===== src/rtl/transmitter.sv =====
// UART 8N1 transmitter sharing the receiver's clk_en oversampling tick.
// A single-entry holding register behind valid/ready allows back-to-back frames.
module transmitter #(
    parameter int unsigned SAMPLE_RATE = 24,
    parameter int unsigned STOP_BITS   = 1
) (
    input  logic       clk,
    input  logic       rstb,
    input  logic       clk_en,
    input  logic       tx_valid,
    output logic       tx_ready,
    input  logic [7:0] data,
    output logic       tx,
    output logic       busy
);

    localparam logic [1:0] IDLE  = 2'd0;
    localparam logic [1:0] START = 2'd1;
    localparam logic [1:0] DATA  = 2'd2;
    localparam logic [1:0] STOP  = 2'd3;

    localparam logic [4:0] SAMPLE_LAST = 5'(SAMPLE_RATE - 1);
    localparam logic       STOP_LAST   = 1'(STOP_BITS - 1);

    logic [1:0] state_q, state_d;
    logic [7:0] hold_q, hold_d;
    logic       hold_full_q, hold_full_d;
    logic [7:0] shift_q, shift_d;
    logic [2:0] bit_cnt_q, bit_cnt_d;
    logic [4:0] sample_q, sample_d;
    logic       stop_cnt_q, stop_cnt_d;
    logic       tx_q, tx_d;
    logic       busy_q, busy_d;

    logic       accept;
    logic       bit_end;
    logic       load;

    assign accept   = tx_valid & ~hold_full_q;
    assign bit_end  = clk_en & (sample_q == SAMPLE_LAST);

    assign tx_ready = ~hold_full_q;
    assign tx       = tx_q;
    assign busy     = busy_q;

    always_comb begin
        state_d     = state_q;
        hold_d      = hold_q;
        hold_full_d = hold_full_q;
        shift_d     = shift_q;
        bit_cnt_d   = bit_cnt_q;
        sample_d    = sample_q;
        stop_cnt_d  = stop_cnt_q;
        tx_d        = tx_q;
        load        = 1'b0;

        if (accept) begin
            hold_d      = data;
            hold_full_d = 1'b1;
        end

        if (state_q == IDLE) begin
            sample_d = '0;
        end else if (clk_en) begin
            sample_d = bit_end ? '0 : sample_q + 5'd1;
        end

        case (state_q)
            IDLE: begin
                tx_d = 1'b1;
                if (clk_en && hold_full_q) begin
                    load = 1'b1;
                end
            end
            START: begin
                if (bit_end) begin
                    tx_d      = shift_q[0];
                    bit_cnt_d = '0;
                    state_d   = DATA;
                end
            end
            DATA: begin
                if (bit_end) begin
                    if (bit_cnt_q == 3'd7) begin
                        tx_d       = 1'b1;
                        stop_cnt_d = 1'b0;
                        state_d    = STOP;
                    end else begin
                        shift_d   = {1'b0, shift_q[7:1]};
                        tx_d      = shift_q[1];
                        bit_cnt_d = bit_cnt_q + 3'd1;
                    end
                end
            end
            default: begin
                if (bit_end) begin
                    if (stop_cnt_q == STOP_LAST) begin
                        if (hold_full_q) begin
                            load = 1'b1;
                        end else begin
                            state_d = IDLE;
                        end
                    end else begin
                        stop_cnt_d = stop_cnt_q + 1'b1;
                    end
                end
            end
        endcase

        // A load needs hold_full=1, so tx_ready=0 and it never coincides with an accept.
        if (load) begin
            shift_d     = hold_q;
            hold_full_d = 1'b0;
            tx_d        = 1'b0;
            state_d     = START;
        end

        busy_d = (state_d != IDLE);
    end

    always_ff @(posedge clk or negedge rstb) begin
        if (!rstb) begin
            state_q     <= IDLE;
            hold_q      <= '0;
            hold_full_q <= 1'b0;
            shift_q     <= '0;
            bit_cnt_q   <= '0;
            sample_q    <= '0;
            stop_cnt_q  <= 1'b0;
            tx_q        <= 1'b1;
            busy_q      <= 1'b0;
        end else begin
            state_q     <= state_d;
            hold_q      <= hold_d;
            hold_full_q <= hold_full_d;
            shift_q     <= shift_d;
            bit_cnt_q   <= bit_cnt_d;
            sample_q    <= sample_d;
            stop_cnt_q  <= stop_cnt_d;
            tx_q        <= tx_d;
            busy_q      <= busy_d;
        end
    end

endmodule


===== config.mk =====
export PLATFORM = sky130hd
export DESIGN_NAME = transmitter
export DESIGN_NICKNAME = d
export VERILOG_FILES = /design/src/rtl/transmitter.sv
export SDC_FILE = /design/constraint.sdc
export NUM_CORES = 1
export LEC_CHECK = 0
export ABC_AREA = 1
export CAP_MARGIN = 20
export CORE_AREA = 3 3 44 85
export CTS_BUF_LIST = sky130_fd_sc_hd__clkbuf_8 sky130_fd_sc_hd__clkbuf_16
export DETAILED_ROUTE_END_ITERATION = 8
export DIE_AREA = 0 0 47 88
export PLACE_DENSITY_LB_ADDON = 0.15
export SLEW_MARGIN = 20
export SYNTH_ARGS = -nofsm -noshare
export SYNTH_HDL_FRONTEND = slang
export SYNTH_SLANG_ARGS = --single-unit

===== constraint.sdc =====
create_clock -name clk -period 1.8 [get_ports clk]
set_input_delay 0.45 -clock clk [delete_from_list [all_inputs] [get_ports clk]]
set_output_delay 0.45 -clock clk [all_outputs]
set_load 0.1 [all_outputs]

Word-level counts from Yosys, hierarchy flattened. Cells that the tools add are included.

Bits in registers: 30. Input bits: 12. Output and inout bits: 3. Word-level logic and storage cells: 78.

$add $sub $neg: 3. Equal/unequal tests: 11. Mux-type cells: 36. Bitwise logic cells: 4. Reductions and logical operators: 15.

Operators by type and width (count): 8-bit 2-to-1 mux (4); 5-bit 2-to-1 mux (3); 1-bit 2-to-1 mux (14); 2-bit 2-to-1 mux (7); 2-bit nonzero test (6); 2-bit != test, second input constant (5); 3-bit 2-to-1 mux (3); 3-bit AND reduction (3); 3-bit != test, second input constant (2); 2-bit case mux with 3 select lines (1); 3-bit case mux with 2 select lines (1); 5-bit by 1-bit adder with 5-bit output, second input constant (1); 5-bit equality test, second input constant (1); 1-bit case mux with 2 select lines (2); 4-bit AND reduction (1); 4-bit nonzero test (1); 2-bit OR reduction (2); 3-bit by 1-bit adder with 3-bit output, second input constant (1); 3-bit equality test, second input constant (1); 1-bit case mux with 3 select lines (1); 1-bit AND (2); 2-bit by 1-bit equality test with 1-bit output, second input constant (1); 2-bit equality test, second input constant (1); 2-bit zero test (1); 3 further kinds (4).

Depth between registers and ports, before layout.
Depth after elaboration: 6. Mapped depth: 9. Mapped depth without buffers: 8.

Worst setup path before layout. No wires, ideal clock.

Path kind: register to register. From: register hold_full_q. To: register hold_q[0]. Setup time: 0.125 ns. Data arrival time: 1.630 ns. Data required time: 1.675 ns. Path slack: 0.045 ns. Stages on the path, launching flop included: 4. Path buffers: 0. Clock period less this slack: 1.755 ns. Path through: dfrtp_1 -> inv_1 -> nand2_2 -> mux2_2.

Longest elaborated chain between the ends: 2.

Ends and longest elaborated chain: start, declared (line 27) `logic hold_full_q, hold_full_d;`; start signal, assigned (line 135) `hold_full_q <= hold_full_d;`; 1-bit NOT; named net tx_ready (line 11) `output logic tx_ready,`; 1-bit AND (line 39) `assign accept = tx_valid & ~hold_full_q;`; end signal, assigned (line 134) `hold_q <= hold_d;`; end, declared (line 26) `logic [7:0] hold_q, hold_d;`.

The timed path passes the listed nets, and every way through them passes these cells. A chain may end at the register's enable or synchronous reset.

Worst setup path in the final report.
From: register bit_cnt_q[0]. To: register shift_q[3].

Longest elaborated chain between the ends: 3.

Ends and longest elaborated chain: start, declared (line 29) `logic [2:0] bit_cnt_q, bit_cnt_d;`; start signal, assigned (line 137) `bit_cnt_q <= bit_cnt_d;`; 3-bit equality test (line 84) `if (bit_cnt_q == 3'd7) begin`; 2-bit != test (no line); 3-bit AND reduction (no line); end signal, assigned (line 136) `shift_q <= shift_d;`; end, declared (line 28) `logic [7:0] shift_q, shift_d;`.

Every way passes these cells.

==> impl_summary.md <==
Outcome
The flow ran to the end, and the final reports show no timing, DRC or antenna violations.

Clocking
CTS placed an instance of clkbuf_8 at the clock tree root. Clock-pin slew was measured on the worst setup and hold paths at around 0.060 ns. The maximum buffer depth of the clock tree is 2. The clock reaches the later pin of the worst-skew pair after ~0.28 ns. For this design, the CTS-stage hold fixing added 0 buffers. The H-tree was split into 2 levels. The number of buffers added by the clock tree synthesis step is 5. TritonCTS built the clock tree. The clock drives 29 sinks.

Pwr
The worst-case vdd ir drop is 1030 uV. The power density relative to cell area is 1633 nW/um^2. The design draws ~0.0031 W. In this run the static leakage power is around 0.94 nW.

STA
The final-report hold violation count is 0. Setup repair after global routing left no endpoint under its margin. On the final layout, the worst clock skew is 0.001996 ns. The relative slew slack is between 70% and 80%. The time the worst path needs with I/O delays and setup is approximately 1.7 ns. The final count of pins violating max slew was 0. For the pin with the worst max-slew slack, the measured transition is roughly 0.41 ns. Based on the critical path, the design can be clocked at up to ~600 MHz. The ratio of final minimum period to clock period is between 90 and 100%. The count of final setup violators is 0.

Drt
Dividing the detail-routed wire length by the instance count gives approximately 14 um. After detailed routing, the number of remaining DRC violations is 0. The number of vias per cell is ~5.4. The detailed router finished its first iteration with 22 violations.

The detailed router placed ~1.2k vias in this run. After detailed routing, the total wire length is around 3.1 mm. The first detailed-routing pass took 4 iterations. The residual antenna-violating net count after detailed routing is 0.

Cells and area
The final non-filler cell total is 224. The filler cells instantiated in the layout total 296. The sequential cell area in the final layout is 726.9 um^2. The repair_antennas step left the layout with diodes totalling 0.

The fraction of final layout cells with drive strength greater than 1 is 21.24%. For this run, the share of the core covered by cells in the final layout is between 50% and 60%. The final layout contains 212 nets. The footprint of the multi-input gates is slightly above 700 um^2. The synthesis-to-finish area growth is 23.13%.

Synthesis
The net count of the mapped netlist is 185. The post-synthesis register bit count is 29. The number of flops mapped to enable cells by yosys is 0.

The predominant post-synthesis flop cell is dfrtp_1. The number of distinct library cells after synthesis is 27. During synthesis, Yosys emitted a total of 0 warnings. The share of async-settable or async-resettable flops after synthesis is 100.0%. The portion of the post-synthesis area used by sequential elements is a little under half.

Dividing the synthesized area by the synthesized cell count gives approximately 9.3 um^2. The post-synthesis instance total is 165. The synthesized netlist occupies a cell area of roughly 1500 um^2.

Setup path
The largest driver fanout on the critical path is 7. The number of cells traversed by the worst register-to-register path is 7. The endpoint type of the worst setup path is a flip-flop.

The endpoint identified for the worst register-to-register timing path is shift_q[3]. The data arrival time of the critical path is approximately 1.9 ns. The data required time at the worst endpoint is 2.01 ns. Following the worst setup path forward leads to its endpoint at shift_q[3]. STA classifies the critical path startpoint as a flip-flop.

Tracing the worst setup path back leads to its startpoint at bit_cnt_q[0]. The minimum setup slack among reg-to-reg paths is between 0.1 and 0.15 ns. The worst register-to-register path begins at bit_cnt_q[0]. The worst setup path is of the flip-flop to flip-flop kind.

Die
The number of standard-cell rows in the floorplan is 29. From bottom edge to top edge, the die measures 88 um. 15 I/O pins were placed. Measured along the x axis, the die boundary spans roughly 47 um. For this configuration, the core starts out at a cell density of 48.12%. The floorplan step defined a die boundary enclosing about 4100 um^2.

The core box area is around 3200 um^2.

Placed design
The wire-length estimate of the detail-placed layout is between 2 and 3 mm. The number of placed instances, taps included, is between 200 and 250. Input and output buffers added on the ports amount to 14. The final weighted congestion of routability-driven global placement is just under 0.9.

Run
The tool flagged a number of max-cap violations equal to 0.

Global routing
The number of antenna violations at the first check in global routing is 0. The via count of the first global-routing pass is ~1.3k. Entering global routing, the biggest net connects 23 pins. The first global-routing pass estimated approximately 5.2 mm of wire. For this run, the total global-route usage over all layers was measured as between 10% and 20%. The final global-route overflow total is 0.

Worst hold path
The worst hold-check path type is input port to async pin.
[state kept, by name, summed over array words and instances (netlist names)]
name	cells
shift_q	8
sample_q	5
bit_cnt_q	3
hold_q	8
state_q	2
tx	1
busy	1
hold_full_q	1
[critical path, cell delays in order, from the launching register on]
cell     delay, ns
dfrtp_1       0.40
ha_1          0.21
ha_1          0.24
or2_4         0.30
nor2_8        0.17
buf_4         0.16
nand3_2       0.06
nand3_1       0.06
[report_power, final]
group	internal [W]	leakage, nW	switching [W]
Combinational	0.000556	0.522	0.000836
Sequential	0.000927	0.360	0.000191
Clock	0.000345	0.0542	0.000236
[logic make-up (layout without fill, tap and decap cells)]
kind of cell / after synthesis / after routing / synth area share (%)
and+or+nand+nor: 88 / 88 / 28.42
DFF: 29 / 29 / 47.31
AOI/OAI and AO/OA: 16 / 16 / 6.596
buffers and inverters: 16 / 44 / 5.456
adders and majority gates: 8 / 8 / 6.515
muxes: 7 / 7 / 5.131
xor gates and xnor gates: 1 / 1 / 0.5701
[worst min path at each step]
stage / start / end / slack [ns]
CTS: rstb / bit_cnt_q[0] / 0.48
detailed placement: shift_q[0] / shift_q[0] / 0.48
floorplan: rstb / bit_cnt_q[0] / 0.15
finish: rstb / sample_q[2] / 0.47
global placement: bit_cnt_q[1] / bit_cnt_q[1] / 0.46
global route: rstb / bit_cnt_q[0] / 0.48
[cell type report]
class                      count  share of cell area [%]
sequential                    29                   38.43
multi-input combinational    120                   38.36
timing repair buffer          21                   12.43
clock buffer                   7                   5.093
inverter                      15                   3.373
tap                           31                   2.050
clock inverter                 1                  0.2646
[layout by cell type, fill, tap and decap left out]
| cell type | instances |
|---|---|
| a21oi_1 | 2 |
| a22o_1 | 1 |
| a32o_1 | 1 |
| buf_12 | 4 |
| buf_4 | 6 |
| clkbuf_8 | 7 |
| clkdlybuf4s50_1 | 11 |
| clkinv_2 | 1 |
| dfrtp_1 | 28 |
| dfstp_2 | 1 |
| ha_1 | 8 |
| inv_1 | 13 |
| inv_2 | 1 |
| inv_8 | 1 |
| mux2_2 | 7 |
| nand2_1 | 45 |
| nand2_2 | 3 |
| nand2_4 | 1 |
| nand3_1 | 21 |
| nand3_2 | 4 |
| nand4_1 | 1 |
| nor2_1 | 8 |
| nor2_4 | 2 |
| nor2_8 | 1 |
| nor3_1 | 1 |
| o21ai_0 | 7 |
| o21ai_2 | 1 |
| o21bai_1 | 2 |
| o22ai_1 | 1 |
| o31ai_1 | 1 |
| or2_4 | 1 |
| xor2_1 | 1 |
[what timing repair did]
action,in CTS,in global routing
endpoints found under the setup margin,0,9
gates resized for setup,0,1
buffers inserted,0,2
hold endpoints to repair,0,0
[Yosys cell counts, types with 3 or more instances]
cell type | n | share of area [%]
nor2_1 | 8 | 2.0
nand3_2 | 4 | 2.6
inv_1 | 14 | 3.4
o21ai_0 | 7 | 2.3
ha_1 | 8 | 6.5
dfrtp_1 | 28 | 46
nand2_1 | 45 | 11
nand3_1 | 21 | 6.8
mux2_2 | 7 | 5.1
nand2_2 | 3 | 1.2
[through the flow]
stage | cell area (um^2) | hold WS (ns) | setup slack [ns] | TNS [ns]
after CTS | 1877 | 0.4805 | 0.09273 | 0
after floorplan | 1536 | 0.1544 | 0.04521 | 0
after global placement | 1775 | 0.4649 | 0.004078 | 0
after global routing | 1892 | 0.4839 | 0.02330 | 0
final | 1892 | 0.4684 | 0.1312 | 0
after detailed placement | 1775 | 0.4848 | -0.02572 | -0.06362
[routing by layer]
layer / part of all wire [%] / global-route usage, % / up-vias
li1: - / - / 600
met1: 34 / 15.40 / 579
met2: 59 / 32.22 / 27
met3: 3.5 / 4.733 / 11
met4: 3.8 / 11.34 / 0
met5: 0 / 0 / -
Note: power is estimated with default switching activity, not from simulation.
